`config.mk`:
```
export PLATFORM = sky130hd
export DESIGN_NAME = dmem_port_arbiter
export DESIGN_NICKNAME = d
export VERILOG_FILES = /design/src/rtl/dmem_port_arbiter_pkg.sv /design/src/rtl/dmem_port_arbiter_ld_spec_track.sv /design/src/rtl/dmem_port_arbiter.sv
export SDC_FILE = /design/constraint.sdc
export NUM_CORES = 1
export LEC_CHECK = 0
export ABC_CLOCK_PERIOD_IN_PS = 1320
export CELL_PAD_IN_SITES_DETAIL_PLACEMENT = 1
export CELL_PAD_IN_SITES_GLOBAL_PLACEMENT = 2
export CORE_UTILIZATION = 11
export DETAILED_ROUTE_END_ITERATION = 7
export GPL_ROUTABILITY_DRIVEN = 0
export PLACE_DENSITY = 0.77
export SYNTH_ARGS = -nofsm -noshare
export SYNTH_HDL_FRONTEND = slang
export SYNTH_SLANG_ARGS = --single-unit
```
`constraint.sdc`:
```
create_clock -name clk -period 1.32 [get_ports clk]
set_input_delay 0.264 -clock clk [delete_from_list [all_inputs] [get_ports clk]]
set_output_delay 0.264 -clock clk [all_outputs]
set_load 0.01 [all_outputs]
```
`src/rtl/dmem_port_arbiter_pkg.sv`:
```
// Shared widths and FSM state encoding for the data-memory port arbiter.
package dmem_port_arbiter_pkg;

  localparam int ADDR_LEN    = 32;
  localparam int DATA_LEN    = 32;
  localparam int RRF_SEL     = 6;
  localparam int SPECTAG_LEN = 5;

  typedef enum logic [1:0] {
    ST_IDLE = 2'd0,
    ST_WAIT = 2'd1,
    ST_RESP = 2'd2
  } state_e;

endpackage

```
`src/rtl/dmem_port_arbiter_ld_spec_track.sv`:
```
// Speculation tracking for the single in-flight load: latches its branch tag and
// records whether a mispredict has killed it before completion.
module dmem_port_arbiter_ld_spec_track
  import dmem_port_arbiter_pkg::*;
(
  input  logic                   clk,
  input  logic                   reset,
  input  logic                   capture,
  input  logic                   active,
  input  logic                   ld_specbit,
  input  logic [SPECTAG_LEN-1:0] ld_spectag,
  input  logic                   prmiss,
  input  logic                   prsuccess,
  input  logic [SPECTAG_LEN-1:0] prtag,
  input  logic [SPECTAG_LEN-1:0] spectagfix,
  output logic                   killed
);

  logic                   specbit;
  logic [SPECTAG_LEN-1:0] spectag;
  logic                   kill_new;
  logic                   clr_new;
  logic                   kill_held;
  logic                   clr_held;

  // Accept cycle uses the incoming tag; later cycles use the latched one.
  assign kill_new  = prmiss && ld_specbit && (|(spectagfix & ld_spectag));
  assign clr_new   = prsuccess && (prtag == ld_spectag);
  assign kill_held = prmiss && specbit && (|(spectagfix & spectag));
  assign clr_held  = prsuccess && (prtag == spectag);

  always_ff @(posedge clk) begin
    if (!reset) begin
      specbit <= 1'b0;
      spectag <= '0;
      killed  <= 1'b0;
    end else if (capture) begin
      spectag <= ld_spectag;
      specbit <= ld_specbit && !clr_new;
      killed  <= kill_new;
    end else if (active) begin
      if (kill_held) begin
        killed <= 1'b1;
      end else if (clr_held) begin
        specbit <= 1'b0;
      end
    end
  end

endmodule

```
`src/rtl/dmem_port_arbiter.sv`:
```
// Owns the single-port dmem, muxing retired stores and one outstanding load.
// Define STBUF_FWD_EN to complete store-buffer hits without a memory read.
module dmem_port_arbiter
  import dmem_port_arbiter_pkg::*;
#(
  parameter int READ_LAT = 1
) (
  input  logic                   clk,
  input  logic                   reset,
  input  logic                   stretire,
  input  logic [ADDR_LEN-1:0]    retaddr,
  input  logic [DATA_LEN-1:0]    retdata,
  output logic                   memoccupy_ld,
  input  logic                   ld_req,
  output logic                   ld_ready,
  input  logic [ADDR_LEN-1:0]    ld_addr,
  input  logic [RRF_SEL-1:0]     ld_tag,
  input  logic                   ld_specbit,
  input  logic [SPECTAG_LEN-1:0] ld_spectag,
  input  logic                   sb_hit,
  input  logic [DATA_LEN-1:0]    sb_lddata,
  input  logic                   sb_empty,
  input  logic                   prmiss,
  input  logic                   prsuccess,
  input  logic [SPECTAG_LEN-1:0] prtag,
  input  logic [SPECTAG_LEN-1:0] spectagfix,
  output logic [ADDR_LEN-1:0]    mem_addr,
  output logic [DATA_LEN-1:0]    mem_wdata,
  output logic                   mem_we,
  output logic                   mem_re,
  input  logic [DATA_LEN-1:0]    mem_rdata,
  output logic                   ld_done,
  output logic [DATA_LEN-1:0]    ld_data,
  output logic [RRF_SEL-1:0]     ld_tag_out
);

  localparam int CNT_W = $clog2(READ_LAT + 1);
  localparam logic [CNT_W-1:0] CNT_LAST = CNT_W'(READ_LAT);

  state_e           state, state_nxt;
  logic [CNT_W-1:0] cnt, cnt_nxt;
  logic             accept;
  logic             fwd;
  logic             killed;
  logic             rd_valid;

`ifdef STBUF_FWD_EN
  logic unused_empty;
  assign unused_empty = sb_empty;
  assign ld_ready     = (state == ST_IDLE);
  assign fwd          = sb_hit;
`else
  logic unused_hit;
  assign unused_hit = sb_hit;
  assign ld_ready   = (state == ST_IDLE) && sb_empty;
  assign fwd        = 1'b0;
`endif

  assign accept       = ld_req && ld_ready;
  assign rd_valid     = (state == ST_WAIT) && (cnt == CNT_LAST);
  // Driven only from ld_req and state so the store buffer's retire decision cannot loop back.
  assign memoccupy_ld = ld_req || (state == ST_WAIT);

  assign mem_re    = accept && !fwd;
  assign mem_addr  = mem_re ? ld_addr : retaddr;
  assign mem_wdata = retdata;
  assign mem_we    = stretire;

  assign ld_done = (state == ST_RESP) && !killed;

  always_comb begin
    state_nxt = state;
    cnt_nxt   = cnt;
    case (state)
      ST_IDLE: begin
        if (accept) begin
          state_nxt = fwd ? ST_RESP : ST_WAIT;
          cnt_nxt   = fwd ? '0 : CNT_W'(1);
        end
      end
      ST_WAIT: begin
        if (cnt == CNT_LAST) begin
          state_nxt = ST_RESP;
          cnt_nxt   = '0;
        end else begin
          cnt_nxt = cnt + CNT_W'(1);
        end
      end
      ST_RESP: state_nxt = ST_IDLE;
      default: begin
        state_nxt = ST_IDLE;
        cnt_nxt   = '0;
      end
    endcase
  end

  always_ff @(posedge clk) begin
    if (!reset) begin
      state      <= ST_IDLE;
      cnt        <= '0;
      ld_data    <= '0;
      ld_tag_out <= '0;
    end else begin
      state <= state_nxt;
      cnt   <= cnt_nxt;
      if (accept) ld_tag_out <= ld_tag;
      if (accept && fwd) ld_data <= sb_lddata;
      else if (rd_valid) ld_data <= mem_rdata;
    end
  end

  dmem_port_arbiter_ld_spec_track u_spec_track (
    .clk        (clk),
    .reset      (reset),
    .capture    (accept),
    .active     (state != ST_IDLE),
    .ld_specbit (ld_specbit),
    .ld_spectag (ld_spectag),
    .prmiss     (prmiss),
    .prsuccess  (prsuccess),
    .prtag      (prtag),
    .spectagfix (spectagfix),
    .killed     (killed)
  );

  a_no_store_during_load: assert property (@(posedge clk) disable iff (!reset)
    !(stretire && memoccupy_ld));

endmodule
```
==> metrics.txt, run 1 <==
# TYPE chip_impl_metric gauge
chip_impl_metric{name="total_power",unit="mW"} 4.45
chip_impl_metric{name="post_synth_and_or_nand_nor_area_fraction",unit=""} 0.300
chip_impl_metric{name="max_cap_viol_count",unit=""} 0
chip_impl_metric{name="synth_adder_area_share",unit=""} 0
chip_impl_metric{name="r2r.worst_path.cells",unit=""} 10
chip_impl_metric{name="fill_cells",unit=""} 2803
chip_impl_metric{name="setup.reg_to_reg.worst_slack",unit="ns"} -0.49
chip_impl_metric{name="detail_route.vias_per_cell",unit=""} 3.46
chip_impl_metric{name="final_count_of_pins_violating_max_slew",unit=""} 0
chip_impl_info{name="critical_path_destination",value="ld_data[28]$_SDFFE_PN0P_"} 1
chip_impl_metric{name="synth_seq_area_share",unit=""} 0.364
chip_impl_metric{name="ys_ff_latch",unit=""} 48
chip_impl_metric{name="achievable-frequency",unit="MHz"} 552
chip_impl_info{name="critical_path_class",value="flip-flop to flip-flop"} 1
chip_impl_metric{name="irDropWorstVdd",unit="uV"} 426
chip_impl_metric{name="finalWirelength",unit="um"} 12600
chip_impl_metric{name="finish.instance_area",unit="um^2"} 5910
chip_impl_metric{name="drive_gt1_frac",unit=""} 0.354
chip_impl_info{name="critical_path.reg2reg.startpoint",value="state[1]$_SDFFE_PN0P_"} 1
chip_impl_info{name="post_synth_main_area_contributors",value="dfxtp_1, nand2_1, buf_4"} 1
chip_impl_info{name="status",value="finished, violations left"} 1
chip_impl_metric{name="path_depth",unit=""} 10
chip_impl_info{name="synth.cells.most_frequent",value="nand2_1, dfxtp_1, buf_4"} 1
chip_impl_metric{name="floorplan.die.width",unit="um"} 157
chip_impl_metric{name="cp_data_arrival_time",unit="ns"} 2.00
chip_impl_metric{name="yosysWarnings",unit=""} 0
chip_impl_metric{name="period_needed",unit="ns"} 1.81
chip_impl_metric{name="number_of_synthesized_flops_with_an_enable_pin",unit=""} 0
chip_impl_metric{name="insertedDiodeCount",unit=""} 0
chip_impl_info{name="synth_largest_area_cell",value="dfxtp_1"} 1
chip_impl_metric{name="slew_worst_pin",unit="ns"} 0.332
chip_impl_metric{name="cts_hold_repair.buffers",unit=""} 0
chip_impl_info{name="synth_top_family_by_area",value="simple AND/OR/NAND/NOR gates"} 1
chip_impl_metric{name="synthesis.area",unit="um^2"} 2640
chip_impl_metric{name="first_iter_violations",unit=""} 108
chip_impl_metric{name="grt_util_all_layers",unit=""} 0.0960
chip_impl_metric{name="syn2layout_area_growth",unit="%"} 124
chip_impl_metric{name="synth_xor_xnor_area_share",unit=""} 0.0331
chip_impl_metric{name="num_vias",unit=""} 3087
chip_impl_metric{name="synth.mux.area_fraction",unit=""} 0
chip_impl_metric{name="fp.coreArea",unit="um^2"} 23500
chip_impl_info{name="cp-end-kind",value="flip-flop"} 1
chip_impl_metric{name="finClkSkew",unit="ns"} 0.00749
chip_impl_metric{name="synth_area_per_cell",unit="um^2"} 7.10
chip_impl_info{name="failing_checks",value="setup timing"} 1
chip_impl_metric{name="detail_route.first_pass.iterations",unit=""} 4
chip_impl_metric{name="final.setup.worst_slack",unit="ns"} -0.492
chip_impl_metric{name="powerDensity",unit="nW/um^2"} 752
chip_impl_metric{name="place.detailed.hpwl",unit="um"} 8330
chip_impl_metric{name="worstSkewPairLatency",unit="ns"} 0.29
chip_impl_metric{name="synth-async-reset-ratio",unit=""} 0
chip_impl_info{name="synth.most_common_cell",value="nand2_1"} 1
chip_impl_info{name="holdCritPathClass",value="flip-flop to flip-flop"} 1
chip_impl_metric{name="clk_pin_slew",unit="ns"} 0.07
chip_impl_info{name="timing.critical_path.mode_cell",value="buf_6"} 1
chip_impl_metric{name="place.port_buffers",unit=""} 197
chip_impl_metric{name="routed_wire_length_per_instance",unit="um"} 14.1
chip_impl_metric{name="final_net_count",unit=""} 762
chip_impl_metric{name="antenna_violations_before_repair",unit=""} 0
chip_impl_metric{name="timing.critical_path.required",unit="ns"} 1.50
chip_impl_metric{name="hold_viol",unit=""} 0
chip_impl_metric{name="globalRoute.totalOverflow",unit=""} 0
chip_impl_metric{name="post-route-period-util",unit=""} 1.37
chip_impl_metric{name="initial_utilization",unit=""} 0.112
chip_impl_metric{name="placement.cell_area",unit="um^2"} 4980
chip_impl_metric{name="leakagePower",unit="nW"} 2.53
chip_impl_info{name="critical_path.top_delay_family",value="buffers and inverters"} 1
chip_impl_metric{name="num_rows",unit=""} 56
chip_impl_info{name="rsz0062_at_grt",value="yes"} 1
chip_impl_info{name="setup.worst_path.start",value="state[1]$_SDFFE_PN0P_"} 1
chip_impl_info{name="synth-main-ff-cell",value="dfxtp_1"} 1
chip_impl_metric{name="post_route_ant_nets",unit=""} 0
chip_impl_metric{name="die_boundary_height",unit="um"} 157
chip_impl_metric{name="synthDominantCellAreaShare",unit=""} 0.364
chip_impl_metric{name="remaining_drc_errors",unit=""} 0
chip_impl_metric{name="wire_length_of_the_first_global_routing_pass",unit="um"} 18000
chip_impl_metric{name="grt_max_degree",unit=""} 41
chip_impl_metric{name="deepest_level_of_the_cts_h_tree",unit=""} 2
chip_impl_metric{name="cp_max_fo",unit=""} 8
chip_impl_info{name="cts_tree",value="yes"} 1
chip_impl_metric{name="place_worst_setup_slack",unit="ns"} -0.861
chip_impl_metric{name="layoutNonFillerInstCount",unit=""} 892
chip_impl_info{name="start_kind",value="flip-flop"} 1
chip_impl_metric{name="crit_path_max_incr_delay",unit="ns"} 0.34
chip_impl_metric{name="cts_made_buffers",unit=""} 5
chip_impl_metric{name="synth_compound_gate_area_share",unit=""} 0.161
chip_impl_metric{name="synthCells",unit=""} 372
chip_impl_info{name="critical_path.reg2reg.endpoint",value="ld_data[28]$_SDFFE_PN0P_"} 1
chip_impl_metric{name="post_synth_num_cell_types",unit=""} 31
chip_impl_metric{name="mappedNetlistNets",unit=""} 562
chip_impl_metric{name="clock-sinks",unit=""} 48
chip_impl_metric{name="die_area",unit="um^2"} 24600
chip_impl_info{name="critical_path.cell_chain",value="buf_4 > buf_6 > buf_6 > buf_6 > nand2b_4 > buf_6 > or2_4 > buf_16 > nand2_1 > a21boi_1"} 1
chip_impl_metric{name="place.detailed.instances",unit=""} 858
chip_impl_metric{name="timing.final.setup_violations",unit=""} 71
chip_impl_info{name="cp_slowest_cell",value="dfxtp_2"} 1
chip_impl_metric{name="grt_pass1_vias",unit=""} 3203
chip_impl_metric{name="timing.critical_path.buf_inv",unit=""} 6
chip_impl_metric{name="io-pin-count",unit=""} 297
chip_impl_info{name="clock_tree.root_cell",value="clkbuf_16"} 1
chip_impl_metric{name="timing.slew.headroom",unit=""} 0.779
chip_impl_metric{name="clk_path_buf_depth",unit=""} 2
tightest hold or removal path: stages (launching register included):
cell and delay, ns:
dfxtp_1 0.31, nand2_1 0.05, a21boi_1 0.05
final cells by class:
| cell class | instances | area [um^2] | share of cell area |
|---|---|---|---|
| timing repair buffer | 247 | 2570 | 0.435 |
| clock buffer | 7 | 153 | 0.0258 |
| multi-input combinational | 268 | 1780 | 0.301 |
| sequential | 48 | 965 | 0.163 |
| clock inverter | 1 | 30.0 | 0.00508 |
| tap | 319 | 399 | 0.0675 |
| inverter | 2 | 12.5 | 0.00212 |
per-stage QoR:
step	setup TNS [ns]	hold WS (ns)	util
CTS	-26.77	0.452	0.238
finish	-30.14	0.451	0.251
global route	-35.30	0.480	0.251
floorplan	0	0.399	-
global placement	-39.99	0.442	0.211
detailed placement	-41.05	0.447	0.211
state kept, by name, indices dropped and copies added, names as in the netlist:
name,cells
cnt,1
ld_data,32
ld_tag_out,6
state,2
u_spec_track.killed,1
u_spec_track.specbit,1
u_spec_track.spectag,5
kinds of logic (layout without fill, tap and decap cells):
| family | Yosys count | count (layout) |
|---|---|---|
| XOR/XNOR | 10 | 10 |
| flip-flops | 48 | 48 |
| AO/OA/AOI/OAI | 56 | 56 |
| buffers and inverters | 56 | 257 |
| AND/OR/NAND/NOR | 202 | 202 |
power breakdown:
group	switching, mW	internal, mW
clock network	0.564	0.999
logic	0.547	0.807
registers	0.0352	1.50
total	1.15	3.30
cells in the final DEF, fill, tap and decap left out, types with 2 or more instances in the layout:
| cell | count |
|---|---|
| clkbuf_8 | 2 |
| buf_8 | 2 |
| dfxtp_2 | 3 |
| xnor2_1 | 7 |
| o21ai_1 | 3 |
| nor2_1 | 3 |
| a21boi_1 | 32 |
| buf_16 | 6 |
| clkbuf_16 | 7 |
| nand2_4 | 30 |
| clkdlybuf4s50_1 | 114 |
| xnor2_2 | 2 |
| dfxtp_1 | 45 |
| nor2_4 | 2 |
| clkdlybuf4s15_2 | 2 |
| dlygate4sd2_1 | 43 |
| a21boi_2 | 11 |
| dlymetal6s2s_1 | 4 |
| nand2_2 | 51 |
| buf_6 | 31 |
| buf_4 | 20 |
| nand2_1 | 105 |
| nand4_1 | 2 |
| a222oi_1 | 2 |
| buf_12 | 8 |
| buf_2 | 15 |
| a22oi_1 | 2 |
how the worst min path moves through the flow:
| stage | start | end | slack (ns) | cells after the start |
|---|---|---|---|---|
| after floorplan | ld_spectag[4] | u_spec_track.spectag[4]$_SDFFE_PN0P_ | 0.40 | 2 |
| after global placement | ld_data[1]$_SDFFE_PN0P_ | ld_data[1]$_SDFFE_PN0P_ | 0.44 | 2 |
| after detailed placement | ld_data[2]$_SDFFE_PN0P_ | ld_data[2]$_SDFFE_PN0P_ | 0.45 | 2 |
| after CTS | ld_data[2]$_SDFFE_PN0P_ | ld_data[2]$_SDFFE_PN0P_ | 0.45 | 2 |
| after global routing | ld_data[26]$_SDFFE_PN0P_ | ld_data[26]$_SDFFE_PN0P_ | 0.48 | 2 |
| final | ld_tag_out[5]$_SDFFE_PN0P_ | ld_tag_out[5]$_SDFFE_PN0P_ | 0.45 | 2 |
repair_timing:
| action | 4_1_cts | 5_1_grt |
|---|---|---|
| setup endpoints to repair | 121 | 83 |
| pin swaps | 7 | 54 |
| buffers inserted | 15 | 7 |
| resized for setup | 264 | 120 |
| cloned | 9 | 2 |
layer usage:
layer | global-route usage | part of all wire
met2 | 0.162 | 0.49
met3 | 0.0231 | 0.059
met4 | 0.0233 | 0.0099
met5 | 0 | 0
met1 | 0.122 | 0.44
No activity file was read; power rests on OpenSTA's default activity.
==> run 2, diff against run 1 <==
--- a/config.mk
+++ b/config.mk
@@ -6,12 +6,14 @@
 export NUM_CORES = 1
 export LEC_CHECK = 0
 export ABC_CLOCK_PERIOD_IN_PS = 1320
-export CELL_PAD_IN_SITES_DETAIL_PLACEMENT = 1
-export CELL_PAD_IN_SITES_GLOBAL_PLACEMENT = 2
-export CORE_UTILIZATION = 11
+export CELL_PAD_IN_SITES_DETAIL_PLACEMENT = 0
+export CELL_PAD_IN_SITES_GLOBAL_PLACEMENT = 1
+export CORE_AREA = 2 2 115 117
 export DETAILED_ROUTE_END_ITERATION = 7
+export DIE_AREA = 0 0 117 119
+export DONT_BUFFER_PORTS = 1
 export GPL_ROUTABILITY_DRIVEN = 0
-export PLACE_DENSITY = 0.77
+export PLACE_DENSITY = 0.5
 export SYNTH_ARGS = -nofsm -noshare
 export SYNTH_HDL_FRONTEND = slang
 export SYNTH_SLANG_ARGS = --single-unit
==> metrics.txt, run 2 (synthesis results as in run 1) <==
# TYPE chip_impl_metric gauge
chip_impl_metric{name="clock-sinks",unit=""} 48
chip_impl_metric{name="layoutNonFillerInstCount",unit=""} 537
chip_impl_metric{name="finalWirelength",unit="um"} 8290
chip_impl_metric{name="place.port_buffers",unit=""} 0
chip_impl_metric{name="final_count_of_pins_violating_max_slew",unit=""} 0
chip_impl_info{name="holdCritPathClass",value="input port to flip-flop"} 1
chip_impl_metric{name="total_power",unit="mW"} 3.44
chip_impl_metric{name="grt_pass1_vias",unit=""} 2111
chip_impl_metric{name="cp_max_fo",unit=""} 21
chip_impl_info{name="critical_path.reg2reg.endpoint",value="u_spec_track.specbit$_SDFFE_PN0P_"} 1
chip_impl_info{name="hold_path_startpoint",value="mem_rdata[23]"} 1
chip_impl_metric{name="fill_cells",unit=""} 1448
chip_impl_metric{name="post-route-period-util",unit=""} 1.22
chip_impl_metric{name="place.detailed.instances",unit=""} 517
chip_impl_metric{name="die_boundary_height",unit="um"} 119
chip_impl_metric{name="cp_data_arrival_time",unit="ns"} 1.35
chip_impl_metric{name="cell_internal_pwr",unit="mW"} 2.53
chip_impl_metric{name="routed_wire_length_per_instance",unit="um"} 15.4
chip_impl_metric{name="final_util",unit=""} 0.255
chip_impl_metric{name="grt_util_all_layers",unit=""} 0.101
chip_impl_metric{name="num_vias",unit=""} 2301
chip_impl_metric{name="period_needed",unit="ns"} 1.61
chip_impl_metric{name="largest_register_ffs",unit=""} 32
chip_impl_metric{name="drive_gt1_frac",unit=""} 0.283
chip_impl_metric{name="clk_path_buf_depth",unit=""} 2
chip_impl_metric{name="wire_length_of_the_first_global_routing_pass",unit="um"} 11000
chip_impl_info{name="critical_path_class",value="flip-flop to primary output"} 1
chip_impl_metric{name="place.detailed.hpwl",unit="um"} 5600
chip_impl_metric{name="num_rows",unit=""} 42
chip_impl_info{name="clock_tree.root_cell",value="clkbuf_16"} 1
chip_impl_metric{name="initial_utilization",unit=""} 0.205
chip_impl_metric{name="insertedDiodeCount",unit=""} 0
chip_impl_metric{name="final_net_count",unit=""} 550
chip_impl_metric{name="worstSkewPairLatency",unit="ns"} 0.29
chip_impl_info{name="cts_tree",value="yes"} 1
chip_impl_metric{name="share_clk_of_total_power",unit=""} 0.379
chip_impl_metric{name="netSwitchingFraction",unit=""} 0.266
chip_impl_info{name="critical_path.reg2reg.startpoint",value="state[0]$_SDFFE_PN0P_"} 1
chip_impl_metric{name="power.share.combinational",unit=""} 0.173
chip_impl_metric{name="globalRoute.totalOverflow",unit=""} 0
chip_impl_metric{name="cts_made_buffers",unit=""} 5
chip_impl_info{name="rsz0062_at_grt",value="yes"} 1
chip_impl_info{name="status",value="finished, violations left"} 1
chip_impl_metric{name="hold-worst-slack",unit="ns"} 0.106
chip_impl_metric{name="fin_tns_setup",unit="ns"} -9.15
chip_impl_metric{name="slew_worst_pin",unit="ns"} 0.289
chip_impl_info{name="worstHoldEndpoint",value="ld_data[23]$_SDFFE_PN0P_"} 1
chip_impl_info{name="largest_register",value="ld_data"} 1
chip_impl_metric{name="max_cap_viol_count",unit=""} 0
chip_impl_metric{name="clk_pin_slew",unit="ns"} 0.07
chip_impl_metric{name="r2r.worst_path.cells",unit=""} 8
chip_impl_metric{name="achievable-frequency",unit="MHz"} 619
chip_impl_info{name="cp_slowest_cell",value="dfxtp_2"} 1
chip_impl_metric{name="timing.final.setup_violations",unit=""} 42
chip_impl_metric{name="p_sw",unit="uW"} 915
chip_impl_metric{name="antenna_violations_before_repair",unit=""} 0
chip_impl_metric{name="finClkSkew",unit="ns"} 0.00636
chip_impl_metric{name="detail_route.first_pass.iterations",unit=""} 4
chip_impl_info{name="largestRegisters",value="ld_data x32, ld_tag_out x6, u_spec_track.spectag x5"} 1
chip_impl_metric{name="fp.coreArea",unit="um^2"} 12900
chip_impl_info{name="critical_path.cell_chain",value="nor2_4 > nand3_4 > buf_6 > buf_12 > nand2_1 > nand2_2"} 1
chip_impl_metric{name="cts_hold_repair.buffers",unit=""} 0
chip_impl_metric{name="crit_path_max_incr_delay",unit="ns"} 0.33
chip_impl_metric{name="floorplan.die.width",unit="um"} 117
chip_impl_metric{name="final.setup.worst_slack",unit="ns"} -0.295
chip_impl_metric{name="deepest_level_of_the_cts_h_tree",unit=""} 2
chip_impl_metric{name="first_iter_violations",unit=""} 87
chip_impl_metric{name="remaining_drc_errors",unit=""} 0
chip_impl_metric{name="irDropWorstVdd",unit="uV"} 433
chip_impl_info{name="most-common-layout-cells",value="nand2_1, nand2_2, dfxtp_1, a21boi_1, a21boi_0"} 1
chip_impl_metric{name="io-pin-count",unit=""} 297
chip_impl_metric{name="post_route_ant_nets",unit=""} 0
chip_impl_metric{name="powerDensity",unit="nW/um^2"} 1050
chip_impl_info{name="start_kind",value="flip-flop"} 1
chip_impl_metric{name="grt_max_degree",unit=""} 50
chip_impl_metric{name="detail_route.vias_per_cell",unit=""} 4.28
chip_impl_metric{name="setup.reg_to_reg.worst_slack",unit="ns"} -0.07
chip_impl_metric{name="timing.slew.headroom",unit=""} 0.808
chip_impl_metric{name="timing.critical_path.required",unit="ns"} 1.06
chip_impl_metric{name="power.share.sequential",unit=""} 0.448
chip_impl_info{name="cp-end-kind",value="primary output"} 1
chip_impl_info{name="most_common_library_cell_in_the_layout_ignoring_fill_and_taps",value="nand2_1"} 1
chip_impl_metric{name="leakagePower",unit="nW"} 1.24
chip_impl_metric{name="die_area",unit="um^2"} 13900
chip_impl_metric{name="hold_viol",unit=""} 0
chip_impl_metric{name="min_path_cells",unit=""} 2
chip_impl_metric{name="syn2layout_area_growth",unit="%"} 24.1
chip_impl_info{name="failing_checks",value="setup timing"} 1
## run 2: area by class of cell
cell class	instances	area [um^2]	share of cell area
tap	176	220	0.0671
inverter	2	12.5	0.00382
clock buffer	7	143	0.0435
timing repair buffer	35	457	0.139
clock inverter	1	7.51	0.00229
sequential	48	963	0.294
multi-input combinational	268	1480	0.450
## run 2: metal layers
| layer | vias to the layer above | track usage | share of wire |
|---|---|---|---|
| met3 | 20 | 0.0331 | 0.085 |
| met4 | 0 | 0.0404 | 0.018 |
| met1 | 1068 | 0.127 | 0.44 |
| met2 | 92 | 0.158 | 0.46 |
| met5 | - | 0 | 0 |
| li1 | 1121 | - | - |
## run 2: repair_timing
action                                  4_1_cts  5_1_grt
cloned                                        1        6
gates resized for setup                      32       18
pin swaps                                     6        4
buffers inserted                              1        4
endpoints found under the setup margin       74       75
## run 2: how the worst max path moves through the flow
| stage | start | to | cells after the start |
|---|---|---|---|
| final | state[0]$_SDFFE_PN0P_ | mem_addr[17] | 6 |
| after global routing | state[0]$_SDFFE_PN0P_ | mem_addr[14] | 6 |
| after CTS | state[0]$_SDFFE_PN0P_ | mem_addr[14] | 6 |
| after detailed placement | state[1]$_SDFFE_PN0P_ | ld_data[6]$_SDFFE_PN0P_ | 6 |
| after global placement | state[1]$_SDFFE_PN0P_ | mem_addr[0] | 6 |
| after floorplan | state[1]$_SDFFE_PN0P_ | mem_addr[10] | 7 |
## run 2: stage by stage
stage / area (um^2) / setup slack, ns
finish: 3280 / -0.295
global route: 3280 / -0.377
global placement: 2810 / -0.0371
detailed placement: 2810 / -0.0397
floorplan: 2750 / 0.0200
CTS: 3080 / -0.323
## run 2: power by group through the flow
| stage | Clock, mW | Combinational, mW | Sequential, mW |
|---|---|---|---|
| after floorplan | 0 | 0.482 | 1.57 |
| after global placement | 0 | 0.480 | 1.57 |
| after detailed placement | 0 | 0.481 | 1.57 |
| after CTS | 1.37 | 0.541 | 1.54 |
| after global routing | 1.42 | 0.655 | 1.55 |
| final | 1.31 | 0.596 | 1.54 |
## run 2: critical path, delay by kind of cell (launching register included)
kind | cells | cell delay, ns
simple gates | 4 | 0.43
buf+inv | 2 | 0.30
flops | 1 | 0.33
==> run 3, diff against run 2 <==
--- a/config.mk
+++ b/config.mk
@@ -5,6 +5,7 @@
 export SDC_FILE = /design/constraint.sdc
 export NUM_CORES = 1
 export LEC_CHECK = 0
+export ABC_AREA = 1
 export ABC_CLOCK_PERIOD_IN_PS = 1320
 export CELL_PAD_IN_SITES_DETAIL_PLACEMENT = 0
 export CELL_PAD_IN_SITES_GLOBAL_PLACEMENT = 1
@@ -13,7 +14,7 @@
 export DIE_AREA = 0 0 117 119
 export DONT_BUFFER_PORTS = 1
 export GPL_ROUTABILITY_DRIVEN = 0
-export PLACE_DENSITY = 0.5
+export PLACE_DENSITY = 0.51
 export SYNTH_ARGS = -nofsm -noshare
 export SYNTH_HDL_FRONTEND = slang
 export SYNTH_SLANG_ARGS = --single-unit
==> metrics.txt, run 3 <==
# TYPE chip_impl_metric gauge
chip_impl_metric{name="die_boundary_height",unit="um"} 119
chip_impl_info{name="synth.cells.most_frequent",value="nand2_1, inv_1, dfxtp_1"} 1
chip_impl_metric{name="synth_area_per_cell",unit="um^2"} 6.38
chip_impl_metric{name="finClkSkew",unit="ns"} 0.00590
chip_impl_metric{name="largest_register_ffs",unit=""} 32
chip_impl_info{name="most-common-layout-cells",value="nand2_1, inv_1, nand2_2, a21oi_1, dfxtp_1"} 1
chip_impl_metric{name="cts_hold_repair.buffers",unit=""} 0
chip_impl_metric{name="period_needed",unit="ns"} 1.67
chip_impl_metric{name="first_iter_violations",unit=""} 97
chip_impl_info{name="synth.most_common_cell",value="nand2_1"} 1
chip_impl_metric{name="hold_viol",unit=""} 0
chip_impl_metric{name="synth_seq_area_share",unit=""} 0.363
chip_impl_metric{name="drive_gt1_frac",unit=""} 0.226
chip_impl_metric{name="placement.cell_area",unit="um^2"} 2710
chip_impl_metric{name="fill_cells",unit=""} 1434
chip_impl_metric{name="post_route_ant_nets",unit=""} 0
chip_impl_info{name="status",value="finished, violations left"} 1
chip_impl_info{name="rsz0062_at_grt",value="yes"} 1
chip_impl_metric{name="finalWirelength",unit="um"} 7510
chip_impl_metric{name="place.detailed.hpwl",unit="um"} 5480
chip_impl_info{name="synth_largest_area_cell",value="dfxtp_1"} 1
chip_impl_metric{name="syn2layout_area_growth",unit="%"} 15.0
chip_impl_info{name="most_common_library_cell_in_the_layout_ignoring_fill_and_taps",value="nand2_1"} 1
chip_impl_info{name="start_kind",value="flip-flop"} 1
chip_impl_metric{name="ys_ff_latch",unit=""} 48
chip_impl_metric{name="max_cap_viol_count",unit=""} 0
chip_impl_metric{name="clk_pin_slew",unit="ns"} 0.06
chip_impl_metric{name="fp.coreArea",unit="um^2"} 12900
chip_impl_info{name="cts_tree",value="yes"} 1
chip_impl_metric{name="timing.final.setup_violations",unit=""} 44
chip_impl_metric{name="num_vias",unit=""} 2410
chip_impl_metric{name="num_rows",unit=""} 42
chip_impl_metric{name="post-route-period-util",unit=""} 1.26
chip_impl_metric{name="clock-sinks",unit=""} 48
chip_impl_metric{name="floorplan.die.width",unit="um"} 117
chip_impl_metric{name="cts_made_buffers",unit=""} 5
chip_impl_metric{name="clk_path_buf_depth",unit=""} 2
chip_impl_metric{name="final.setup.worst_slack",unit="ns"} -0.346
chip_impl_metric{name="detail_route.vias_per_cell",unit=""} 4.30
chip_impl_info{name="failing_checks",value="setup timing"} 1
chip_impl_metric{name="grt_pass1_vias",unit=""} 2172
chip_impl_metric{name="synthDominantCellAreaShare",unit=""} 0.363
chip_impl_info{name="holdCritPathClass",value="input port to flip-flop"} 1
chip_impl_info{name="post_synth_main_area_contributors",value="dfxtp_1, nand2_1, buf_4"} 1
chip_impl_metric{name="synth-async-reset-ratio",unit=""} 0
chip_impl_info{name="synth-main-ff-cell",value="dfxtp_1"} 1
chip_impl_metric{name="synthesis.area",unit="um^2"} 2650
chip_impl_info{name="clock_tree.root_cell",value="clkbuf_16"} 1
chip_impl_metric{name="deepest_level_of_the_cts_h_tree",unit=""} 2
chip_impl_info{name="largest_register",value="ld_data"} 1
chip_impl_metric{name="achievable-frequency",unit="MHz"} 600
chip_impl_metric{name="detail_route.first_pass.iterations",unit=""} 4
chip_impl_metric{name="slew_worst_pin",unit="ns"} 0.441
chip_impl_metric{name="final_net_count",unit=""} 575
chip_impl_metric{name="timing.slew.headroom",unit=""} 0.706
chip_impl_metric{name="io-pin-count",unit=""} 297
chip_impl_metric{name="powerDensity",unit="nW/um^2"} 1110
chip_impl_metric{name="final_util",unit=""} 0.236
chip_impl_info{name="largestRegisters",value="ld_data x32, ld_tag_out x6, u_spec_track.spectag x5"} 1
chip_impl_metric{name="initial_utilization",unit=""} 0.206
chip_impl_metric{name="cp_max_fo",unit=""} 11
chip_impl_metric{name="globalRoute.totalOverflow",unit=""} 0
chip_impl_metric{name="number_of_synthesized_flops_with_an_enable_pin",unit=""} 0
chip_impl_metric{name="place.port_buffers",unit=""} 0
chip_impl_metric{name="routed_wire_length_per_instance",unit="um"} 13.4
chip_impl_metric{name="leakagePower",unit="nW"} 1.25
chip_impl_metric{name="antenna_violations_before_repair",unit=""} 0
chip_impl_metric{name="worstSkewPairLatency",unit="ns"} 0.29
chip_impl_metric{name="timing.critical_path.required",unit="ns"} 1.06
chip_impl_metric{name="insertedDiodeCount",unit=""} 0
chip_impl_metric{name="yosysWarnings",unit=""} 0
chip_impl_info{name="cp-end-kind",value="primary output"} 1
chip_impl_metric{name="post_synth_num_cell_types",unit=""} 22
chip_impl_metric{name="final_count_of_pins_violating_max_slew",unit=""} 0
chip_impl_metric{name="remaining_drc_errors",unit=""} 0
chip_impl_metric{name="grt_util_all_layers",unit=""} 0.0988
chip_impl_metric{name="cp_data_arrival_time",unit="ns"} 1.40
chip_impl_metric{name="synthCells",unit=""} 415
chip_impl_info{name="critical_path_class",value="flip-flop to primary output"} 1
chip_impl_metric{name="grt_max_degree",unit=""} 66
chip_impl_metric{name="irDropWorstVdd",unit="uV"} 480
chip_impl_metric{name="finish.instance_area",unit="um^2"} 3040
chip_impl_metric{name="mappedNetlistNets",unit=""} 605
chip_impl_metric{name="wire_length_of_the_first_global_routing_pass",unit="um"} 10800
chip_impl_metric{name="die_area",unit="um^2"} 13900
==> run 3: worst paths after layout <==
check	end	depth (start not counted)	from	slack, ns
worst min register to register	u_spec_track.killed$_SDFFE_PN0P_	2	u_spec_track.killed$_SDFFE_PN0P_	0.48
worst min-delay path	u_spec_track.spectag[4]$_SDFFE_PN0P_	2	reset	0.08
worst max register to register	u_spec_track.specbit$_SDFFE_PN0P_	11	state[1]$_SDFFE_PN0P_	-0.18
worst max-delay path	mem_addr[17]	7	state[1]$_SDFFE_PN0P_	-0.35
==> run 3: kinds of logic (layout without fill, tap and decap cells) <==
family | after synthesis | after routing | share of synthesized area
AOI/OAI and AO/OA | 86 | 86 | 0.165
xor gates and xnor gates | 2 | 2 | 0.00662
buffers and inverters | 106 | 76 | 0.209
DFF | 48 | 48 | 0.363
and+or+nand+nor | 173 | 173 | 0.257
==> run 3: report_power, final <==
group,internal (mW),total (mW),switching [mW]
sequential,1.51,1.58,0.0681
clock,0.689,1.25,0.558
combinational,0.219,0.552,0.333
==> run 3: cell type report <==
class                           instances  area, um^2  share of cell area
Clock inverter                          2        12.5             0.00411
Multi-Input combinational cell        261        1310               0.429
Inverter                               52         208              0.0682
Timing Repair inverter                  1        11.3             0.00370
Timing Repair Buffer                   16         199              0.0654
Sequential cell                        48         963               0.316
Clock buffer                            5         125              0.0411
Tap cell                              176         220              0.0723
==> run 3: per-layer routing <==
layer | share of wire | global-route usage | wire [um]
met1 | 0.37 | 0.108 | 2800
met2 | 0.49 | 0.165 | 3680
met3 | 0.12 | 0.0458 | 869
met4 | 0.021 | 0.0368 | 159
met5 | 0 | 0 | 0
==> run 3: what timing repair did <==
action / 4_1_cts / 5_1_grt
pin swaps: 1 / 0
cloned: 0 / 2
endpoints found under the setup margin: 42 / 50
gates resized for setup: 24 / 26
setup buffers: 2 / 2
==> run 3: per-stage QoR <==
stage	instances	setup TNS [ns]	hold slack [ns]	worst slack (ns)	power (mW)
global route	561	-15.84	0.0741	-0.435	3.60
finish	561	-11.40	0.0840	-0.346	3.38
floorplan	415	0	0.406	0.00778	2.11
CTS	557	-10.34	0.0882	-0.331	3.42
global placement	548	-1.65	0.403	-0.0709	2.09
detailed placement	548	-2.77	0.402	-0.0974	2.09
==> run 3: critical path, stage by stage (launching register included) <==
cell,delay (ns)
dfxtp_2,0.33
nor2_4,0.12
inv_2,0.05
nor2_4,0.14
nand2_8,0.13
clkbuf_16,0.20
nand2_1,0.07
nand2_2,0.07
